--- src/rtl/letc_core_muldiv.sv ---
// Iterative RV32M multiply/divide unit: shift-add multiply and restoring divide over magnitudes,
// STEP bits per cycle, with a divide-by-zero/overflow fast path and flush support.
module letc_core_muldiv #(
  parameter int unsigned WIDTH = 32,
  parameter int unsigned STEP  = 1
) (
  input  logic               clk,
  input  logic               rst,
  input  logic               flush,
  input  logic               req_valid,
  output logic               req_ready,
  input  logic [2:0]         req_op,
  input  logic [2*WIDTH-1:0] req_operands,
  output logic               resp_valid,
  input  logic               resp_ready,
  output logic [WIDTH-1:0]   resp_result
);

  localparam int unsigned N  = WIDTH / STEP;
  localparam int unsigned CW = $clog2(N + 1);

  localparam logic [2:0] OpMul    = 3'd0;
  localparam logic [2:0] OpMulh   = 3'd1;
  localparam logic [2:0] OpMulhsu = 3'd2;
  localparam logic [2:0] OpDiv    = 3'd4;
  localparam logic [2:0] OpRem    = 3'd6;

  localparam logic [WIDTH-1:0] MinNeg = {1'b1, {(WIDTH-1){1'b0}}};

  typedef enum logic [1:0] {StIdle, StBusy, StFixup, StDone} state_e;

  state_e           state_q;
  logic             req_ready_q;
  logic             resp_valid_q;
  logic [WIDTH-1:0] result_q;
  logic [CW-1:0]    cnt_q;
  logic [2:0]       op_q;
  logic             neg_q;
  logic             rem_neg_q;
  // hi: product high half / partial remainder; lo: multiplier / dividend-then-quotient
  logic [WIDTH-1:0] hi_q;
  logic [WIDTH-1:0] lo_q;
  logic [WIDTH-1:0] opnd_q;

  // Request decode
  logic [WIDTH-1:0] rs1, rs2;
  logic             a_neg, b_neg;
  logic [WIDTH-1:0] a_mag, b_mag;
  logic             fast;
  logic [WIDTH-1:0] fast_result;

  always_comb begin
    logic a_signed, b_signed, ovf;
    rs1      = req_operands[WIDTH-1:0];
    rs2      = req_operands[2*WIDTH-1:WIDTH];
    a_signed = (req_op == OpMulh) || (req_op == OpMulhsu) || (req_op == OpDiv) ||
               (req_op == OpRem);
    b_signed = (req_op == OpMulh) || (req_op == OpDiv) || (req_op == OpRem);
    a_neg    = a_signed && rs1[WIDTH-1];
    b_neg    = b_signed && rs2[WIDTH-1];
    a_mag    = a_neg ? -rs1 : rs1;
    b_mag    = b_neg ? -rs2 : rs2;
    ovf      = ((req_op == OpDiv) || (req_op == OpRem)) && (rs1 == MinNeg) && (rs2 == '1);
    fast     = req_op[2] && ((rs2 == '0) || ovf);
    // op[1] distinguishes REM/REMU from DIV/DIVU
    if (rs2 == '0) begin
      fast_result = req_op[1] ? rs1 : '1;
    end else begin
      fast_result = req_op[1] ? '0 : rs1;
    end
  end

  // One iteration of either datapath
  logic [WIDTH+STEP-1:0] mul_partial;
  logic [2*WIDTH-1:0]    mul_next;
  logic [WIDTH:0]        div_rem;
  logic [WIDTH-1:0]      div_quo;
  logic [WIDTH-1:0]      iter_hi, iter_lo;

  always_comb begin
    mul_partial = {{STEP{1'b0}}, hi_q} +
                  ({{STEP{1'b0}}, opnd_q} * {{WIDTH{1'b0}}, lo_q[STEP-1:0]});
    mul_next    = (2*WIDTH)'({mul_partial, lo_q} >> STEP);

    div_rem = {1'b0, hi_q};
    div_quo = lo_q;
    for (int i = 0; i < int'(STEP); i++) begin
      div_rem = {div_rem[WIDTH-1:0], div_quo[WIDTH-1]};
      div_quo = {div_quo[WIDTH-2:0], 1'b0};
      if (div_rem >= {1'b0, opnd_q}) begin
        div_rem    = div_rem - {1'b0, opnd_q};
        div_quo[0] = 1'b1;
      end
    end

    if (op_q[2]) begin
      iter_hi = div_rem[WIDTH-1:0];
      iter_lo = div_quo;
    end else begin
      iter_hi = mul_next[2*WIDTH-1:WIDTH];
      iter_lo = mul_next[WIDTH-1:0];
    end
  end

  // Sign correction and half/quotient/remainder select
  logic [2*WIDTH-1:0] prod_fix;
  logic [WIDTH-1:0]   quo_fix, rem_fix, fixup_result;

  always_comb begin
    prod_fix = neg_q ? -{hi_q, lo_q} : {hi_q, lo_q};
    quo_fix  = neg_q ? -lo_q : lo_q;
    rem_fix  = rem_neg_q ? -hi_q : hi_q;
    if (op_q[2]) begin
      fixup_result = op_q[1] ? rem_fix : quo_fix;
    end else if (op_q == OpMul) begin
      fixup_result = prod_fix[WIDTH-1:0];
    end else begin
      fixup_result = prod_fix[2*WIDTH-1:WIDTH];
    end
  end

  always_ff @(posedge clk) begin
    if (rst) begin
      state_q      <= StIdle;
      req_ready_q  <= 1'b1;
      resp_valid_q <= 1'b0;
      result_q     <= '0;
      cnt_q        <= '0;
      op_q         <= '0;
      neg_q        <= 1'b0;
      rem_neg_q    <= 1'b0;
      hi_q         <= '0;
      lo_q         <= '0;
      opnd_q       <= '0;
    end else if (flush) begin
      state_q      <= StIdle;
      req_ready_q  <= 1'b1;
      resp_valid_q <= 1'b0;
      cnt_q        <= '0;
    end else begin
      unique case (state_q)
        StIdle: begin
          if (req_valid && req_ready_q) begin
            op_q        <= req_op;
            neg_q       <= a_neg ^ b_neg;
            rem_neg_q   <= a_neg;
            hi_q        <= '0;
            lo_q        <= req_op[2] ? a_mag : b_mag;
            opnd_q      <= req_op[2] ? b_mag : a_mag;
            req_ready_q <= 1'b0;
            if (fast) begin
              result_q     <= fast_result;
              resp_valid_q <= 1'b1;
              state_q      <= StDone;
            end else begin
              cnt_q   <= CW'(N);
              state_q <= StBusy;
            end
          end
        end
        StBusy: begin
          hi_q  <= iter_hi;
          lo_q  <= iter_lo;
          cnt_q <= cnt_q - 1'b1;
          if (cnt_q == CW'(1)) begin
            state_q <= StFixup;
          end
        end
        StFixup: begin
          result_q     <= fixup_result;
          resp_valid_q <= 1'b1;
          state_q      <= StDone;
        end
        StDone: begin
          if (resp_ready) begin
            resp_valid_q <= 1'b0;
            req_ready_q  <= 1'b1;
            state_q      <= StIdle;
          end
        end
        default: state_q <= StIdle;
      endcase
    end
  end

  assign req_ready   = req_ready_q;
  assign resp_valid  = resp_valid_q;
  assign resp_result = result_q;

endmodule
--- config.mk ---
export PLATFORM = sky130hd
export DESIGN_NAME = letc_core_muldiv
export DESIGN_NICKNAME = d
export VERILOG_FILES = /design/src/rtl/letc_core_muldiv.sv
export SDC_FILE = /design/constraint.sdc
export NUM_CORES = 1
export LEC_CHECK = 0
export ABC_AREA = 0
export BUFFER_PORTS_ARGS = -buffer_cell sky130_fd_sc_hd__buf_2
export CAP_MARGIN = 40
export CORE_MARGIN = 2
export CORE_UTILIZATION = 30
export DETAILED_ROUTE_END_ITERATION = 10
export GPL_ROUTABILITY_DRIVEN = 0
export PLACE_DENSITY = 0.5
export REMOVE_ABC_BUFFERS = 1
export SLEW_MARGIN = 20
export SYNTH_ARGS = -nofsm -noshare
export SYNTH_HDL_FRONTEND = slang
export SYNTH_SLANG_ARGS = --single-unit
export TNS_END_PERCENT = 20
--- constraint.sdc ---
create_clock -name clk -period 3.4 [get_ports clk]
set_input_delay 1.02 -clock clk [delete_from_list [all_inputs] [get_ports clk]]
set_output_delay 1.02 -clock clk [all_outputs]
set_load 0.02 [all_outputs]
# Yosys cells after proc, flatten, opt, wreduce, memory -nomap -nowiden
# Index checks and enable logic that the tools add are counted.
# word_totals
register_bits	143
input_bits	72
# op_classes
n_addsub	8
multipliers	1
order_cmp	1
n_eq_ne	15
muxes	39
bitwise_logic	2
n_reduce_logical	28
# op_table
cell	n
$mux 32	19
$pmux 32 s2	3
$neg 32->32	4
$eq 32x32->1 const B	2
$mux 64	1
$neg 64->64	1
$add 32x33->33	1
$ge 33x32->1	1
$mul 32x1->33	1
$logic_not 32->1	1
$sub 32x32->32	1
$reduce_and 3->1	5
$mux 6	2
$pmux 6 s2	1
$ne 2x2->1 const B	5
$mux 2	4
$pmux 2 s4	1
$reduce_and 4->1	2
$logic_or 1x1->1	7
$eq 3x3->1 const B	2
$eq 6x1->1 const B	1
$logic_and 1x1->1	6
$mux 1	6
$reduce_bool 2->1	3
other kinds (13)	14

# Logic depth before layout (Yosys ltp)
# logic_depth
depth_word	9
ltp_mapped	15
depth_no_buf	13

# Worst setup path after synthesis
# No wires, ideal clock.
# synth_path
path_type	input to register
start	input req_operands[5]
end	register result_q[10], in the netlist resp_result[10]
setup_ns	0.132
arrival_time_ns	3.153
t_required_ns	3.268
setup_slack_ns	0.115
path_stages	8
n_path_buf	1
cell_sequence	or4_1 > nor4_1 > and4b_1 > a21o_2 > a31oi_2 > clkbuf_1 > nor3_1 > nor3_1
# synth_between
elab_chain_len	7
# synth_rtl
item	line	source
from (decl)	13	input logic [2*WIDTH-1:0] req_operands,
$eq 32x32->1	63	ovf = ((req_op == OpDiv) || (req_op == OpRem)) && (rs1 == MinNeg) && (rs2 == '1);
$logic_and 1x1->1 (2 in series)	63	
$logic_or 1x1->1	64	fast = req_op[2] && ((rs2 == '0) || ovf);
$logic_and 1x1->1	64	
$ne 2x2->1 (no line)	-	
$reduce_and 4->1 (no line)	-	
to (signal assigned)	152	result_q <= fast_result;
to (signal assigned)	170	result_q <= fixup_result;
to (decl)	35	logic [WIDTH-1:0] result_q;
# Every way passes these cells.
# A chain may end at the register's enable or synchronous reset.

# Worst setup path after layout
# layout_path
start	register lo_q[0]
end	register hi_q[31]
# layout_between
elab_chain_len	4
# layout_rtl
item	line	source
from (decl)	42	logic [WIDTH-1:0] lo_q;
from (signal assigned)	148	lo_q <= req_op[2] ? a_mag : b_mag;
from (signal assigned)	163	lo_q <= iter_lo;
$mul 32x1->33	82	({{STEP{1'b0}}, opnd_q} * {{WIDTH{1'b0}}, lo_q[STEP-1:0]});
$add 32x33->33	81	mul_partial = {{STEP{1'b0}}, hi_q} +
$mux 32	96	if (op_q[2]) begin
$pmux 32 s2	141	unique case (state_q)
to (signal assigned)	162	hi_q <= iter_hi;
to (decl)	41	logic [WIDTH-1:0] hi_q;
# Every way passes these cells.

==> impl_summary.log <==
INFO  metric worstReg2RegEnd = hi_q[31]
INFO  metric timing.final.ws_setup = 0.0966 ns
INFO  metric grt_setup_unrepaired = yes
INFO  metric timing.hold.ws = 0.452 ns
INFO  metric synth-warning-count = 0
INFO  metric route.antenna.remaining_nets = 0
INFO  metric longest_clk_path_bufs = 2
INFO  metric grt-ovfl-total = 0
INFO  metric synth_seq_cells = 143
INFO  metric timing.rr.start = lo_q[0]
INFO  metric worstSetupStartpointType = flip-flop
INFO  metric average_footprint_of_a_synthesized_cell = 6.95 sq um
INFO  metric sequential_cell_area = 2870 sq um
INFO  metric crit_path_end = hi_q[31]
INFO  metric cts_tree = yes
INFO  metric port_buffers = 105
INFO  metric slew_headroom = 44.2%
INFO  metric hp-class = flip-flop to flip-flop
INFO  metric drv_cap = 0
INFO  metric area_delta_synth_final = 23.5%
INFO  metric die_height = 231 microns
INFO  metric r2r_cells = 15
INFO  metric clk-insertion-delay-late = 0.46 ns
INFO  metric fraction_of_registers_with_async_set_or_reset_after_synthesis = 0%
INFO  metric synth_enable_flop_cells = 0
INFO  metric n_fill_cell = 5402
INFO  metric cp-end-kind = flip-flop
INFO  metric worst-r2r-setup-slack = 0.1 ns
INFO  metric die_area = 53200 sq um
INFO  metric dp.final_hpwl = 50500 microns
INFO  metric synthesis.area = 15400 sq um
INFO  metric top_layer = met5
INFO  metric worst_pin_slew = 0.836 ns
INFO  metric drcViolationCount = 0
INFO  metric first_pass_iters = 8
INFO  metric placement_rows = 83
INFO  metric preCtsSetupSlack = -0.241 ns
INFO  metric floorplan.core_area = 51000 sq um
INFO  metric multi_input_comb_area = 11700 sq um
INFO  metric clkSinkCount = 143
INFO  metric clock-skew-final = 0.00994 ns
INFO  metric routed_via_density = 5.63
INFO  metric syn_inst = 2217
INFO  metric grt_pass1_vias = 16500
INFO  metric route.vias.total = 17600
INFO  metric dominantRegCellSynth = sky130_fd_sc_hd__dfxtp_1
INFO  metric cp_data_arrival_time = 3.70 ns
INFO  metric cts-htree-levels = 4
INFO  metric hold_viol = 0
INFO  metric worst-setup-path-type = flip-flop to flip-flop
INFO  metric cts_buffers = 17
INFO  metric setup.worst_path.start = lo_q[0]
INFO  metric fmax = 303 MHz
INFO  metric grt_start_max_net_pins = 98
INFO  metric wl_met1 = 28400 microns
INFO  metric number_of_setup_violations_in_the_final_report = 0
INFO  metric holdBufCountCts = 0
INFO  metric clk_transition_reported_paths = 0.06 ns
INFO  metric start_util = 30.2%
INFO  metric wirelength = 63600 microns
INFO  metric wl_met2 = 28600 microns
INFO  metric cts.root.buffer_cell = sky130_fd_sc_hd__clkbuf_16
INFO  metric grt_antenna_before_repair = 1
INFO  metric post-layout-total-power = 6.30 mW
INFO  metric drt-wirelength-per-cell = 20.3 microns
INFO  metric ios = 106
INFO  metric finalSetupTns = 0 ns
INFO  metric lkg_pwr = 7.82 nW
INFO  metric dieWidth = 231 microns
INFO  metric layout-drive-gt1-share = 19.6%
INFO  metric grt_pass1_wl = 96100 microns
INFO  metric synth.yosys.seq_area_share = 18.6%
INFO  metric critPathRequiredTime = 3.80 ns
INFO  metric final.min_clock_period = 3.30 ns
INFO  metric timing.final.max_slew_violations = 0
INFO  metric wl_met3 = 4520 microns
INFO  metric synth_cell_type_count = 82
INFO  metric grt_usage = 23.3%
INFO  metric final_worst_path_cycle_share = 97.2%
INFO  metric num-nets-final = 2588
INFO  metric cellPowerDensity = 331 nW/um^2
INFO  metric drt_iter0_markers = 1645
INFO  metric insertedDiodeCount = 0
INFO  metric timing.critical_path.fanout_max = 4
INFO  metric ir_drop = 0.358 mV
INFO  metric status = complete, no violations
[worst max-delay path, cell delays in order (launching register included)]
cell	delay, ns
sky130_fd_sc_hd__dfxtp_2	0.37
sky130_fd_sc_hd__and2_1	0.13
sky130_fd_sc_hd__ha_1	0.18
sky130_fd_sc_hd__inv_1	0.06
sky130_fd_sc_hd__fa_1	0.41
sky130_fd_sc_hd__nand2b_1	0.20
sky130_fd_sc_hd__a21oi_2	0.18
sky130_fd_sc_hd__o21ai_1	0.14
sky130_fd_sc_hd__o311ai_1	0.28
sky130_fd_sc_hd__buf_4	0.21
sky130_fd_sc_hd__a311oi_2	0.15
sky130_fd_sc_hd__buf_4	0.19
sky130_fd_sc_hd__o31ai_2	0.24
sky130_fd_sc_hd__a21oi_1	0.12
sky130_fd_sc_hd__o211ai_1	0.18
sky130_fd_sc_hd__o311a_1	0.20
[worst min-delay path by stage]
| stage | slack [ns] | depth (start not counted) | to | startpoint |
|---|---|---|---|---|
| finish | 0.45 | 2 | opnd_q[11] | opnd_q[11] |
| global placement | 0.44 | 2 | opnd_q[18] | opnd_q[18] |
| CTS | 0.45 | 2 | opnd_q[18] | opnd_q[18] |
| detailed placement | 0.45 | 2 | opnd_q[18] | opnd_q[18] |
| global route | 0.47 | 2 | opnd_q[2] | opnd_q[2] |
| floorplan | 0.43 | 2 | opnd_q[10] | opnd_q[10] |
[power by group]
part	switching [mW]	total [mW]	internal (mW)
logic	1.36	2.27	0.905
clock network	0.861	2.18	1.32
registers	0.0990	1.85	1.75
total	2.32	6.30	3.97
[synthesized netlist by cell type, types with 18 or more instances]
master / number / area share (%)
sky130_fd_sc_hd__a31oi_1: 23 / 0.93
sky130_fd_sc_hd__nor2b_1: 18 / 0.73
sky130_fd_sc_hd__a21oi_1: 203 / 6.6
sky130_fd_sc_hd__nand4_1: 23 / 0.93
sky130_fd_sc_hd__a21o_1: 29 / 1.4
sky130_fd_sc_hd__or3_1: 19 / 0.77
sky130_fd_sc_hd__nor4_1: 24 / 0.98
sky130_fd_sc_hd__o41ai_1: 18 / 1.0
sky130_fd_sc_hd__o211ai_1: 44 / 2.1
sky130_fd_sc_hd__inv_1: 68 / 1.7
sky130_fd_sc_hd__a22oi_1: 18 / 0.88
sky130_fd_sc_hd__ha_1: 75 / 6.1
sky130_fd_sc_hd__xnor2_1: 101 / 5.7
sky130_fd_sc_hd__xor2_1: 90 / 5.1
sky130_fd_sc_hd__mux2_2: 28 / 2.0
sky130_fd_sc_hd__nor2_1: 273 / 6.7
sky130_fd_sc_hd__or4_1: 19 / 0.93
sky130_fd_sc_hd__nor3_1: 69 / 2.2
sky130_fd_sc_hd__nand2_1: 231 / 5.6
sky130_fd_sc_hd__dfxtp_1: 143 / 19
sky130_fd_sc_hd__nand3_1: 35 / 1.1
sky130_fd_sc_hd__clkbuf_1: 138 / 3.4
sky130_fd_sc_hd__a211oi_1: 69 / 3.4
sky130_fd_sc_hd__o31ai_1: 30 / 1.5
sky130_fd_sc_hd__mux2i_1: 40 / 2.6
sky130_fd_sc_hd__o21ai_0: 163 / 5.3
[routing by layer]
| layer | vias to the layer above | global-route usage (%) |
|---|---|---|
| met2 | 654 | 37.0 |
| met1 | 8395 | 31.0 |
| met5 | - | 0 |
| li1 | 8503 | - |
| met4 | 2 | 8.06 |
| met3 | 90 | 5.11 |
[cell usage in the layout (no fill, tap or decap), types with 44 or more instances in the layout]
cell type	instances
sky130_fd_sc_hd__a211oi_1	68
sky130_fd_sc_hd__xor2_1	90
sky130_fd_sc_hd__o21ai_0	162
sky130_fd_sc_hd__buf_4	249
sky130_fd_sc_hd__ha_1	71
sky130_fd_sc_hd__nor3_1	69
sky130_fd_sc_hd__inv_1	66
sky130_fd_sc_hd__o211ai_1	44
sky130_fd_sc_hd__nand2_1	231
sky130_fd_sc_hd__a21oi_1	200
sky130_fd_sc_hd__dfxtp_1	140
sky130_fd_sc_hd__nor2_1	271
sky130_fd_sc_hd__buf_2	104
sky130_fd_sc_hd__xnor2_1	101
[registers in the layout (all words and copies together), names as in the netlist]
name         cells
req_ready        1
neg_q            1
op_q             3
cnt_q            6
hi_q            32
lo_q            32
state_q          2
resp_valid       1
rem_neg_q        1
resp_result     32
opnd_q          32
[metrics by stage]
step | cells | cell area, sq um | utilization (%)
6_report | 3132 | 19000 | 37.3
5_1_grt | 3132 | 19000 | 37.3
4_1_cts | 3131 | 19000 | 37.2
3_5_place_dp | 3099 | 18300 | 35.9
3_3_place_gp | 3099 | 18300 | 35.9
2_1_floorplan | 2053 | 14700 | -
[final cells by class]
cell class | count | share of cell area [%]
Multi-Input combinational cell | 1840 | 61.6
Clock buffer | 18 | 2.31
Sequential cell | 143 | 15.1
Inverter | 70 | 1.38
Clock inverter | 14 | 1.13
Timing Repair Buffer | 367 | 14.0
Tap cell | 680 | 4.47
[kinds of logic after synthesis]
family | synth area share, %
flip-flops | 18.6
buffers and inverters | 5.97
AO/OA/AOI/OAI | 29.1
AND/OR/NAND/NOR | 24.4
XOR/XNOR | 10.9
adder cells (fa/ha/maj) | 6.35
multiplexers | 4.65
[what timing repair did]
action / in CTS / in global routing
cloned: 0 / 0
setup endpoints to repair: 19 / 33
gates resized for setup: 5 / 15
pin swaps: 0 / 2
setup buffers: 0 / 1
No activity file was read; power rests on OpenSTA's default activity.
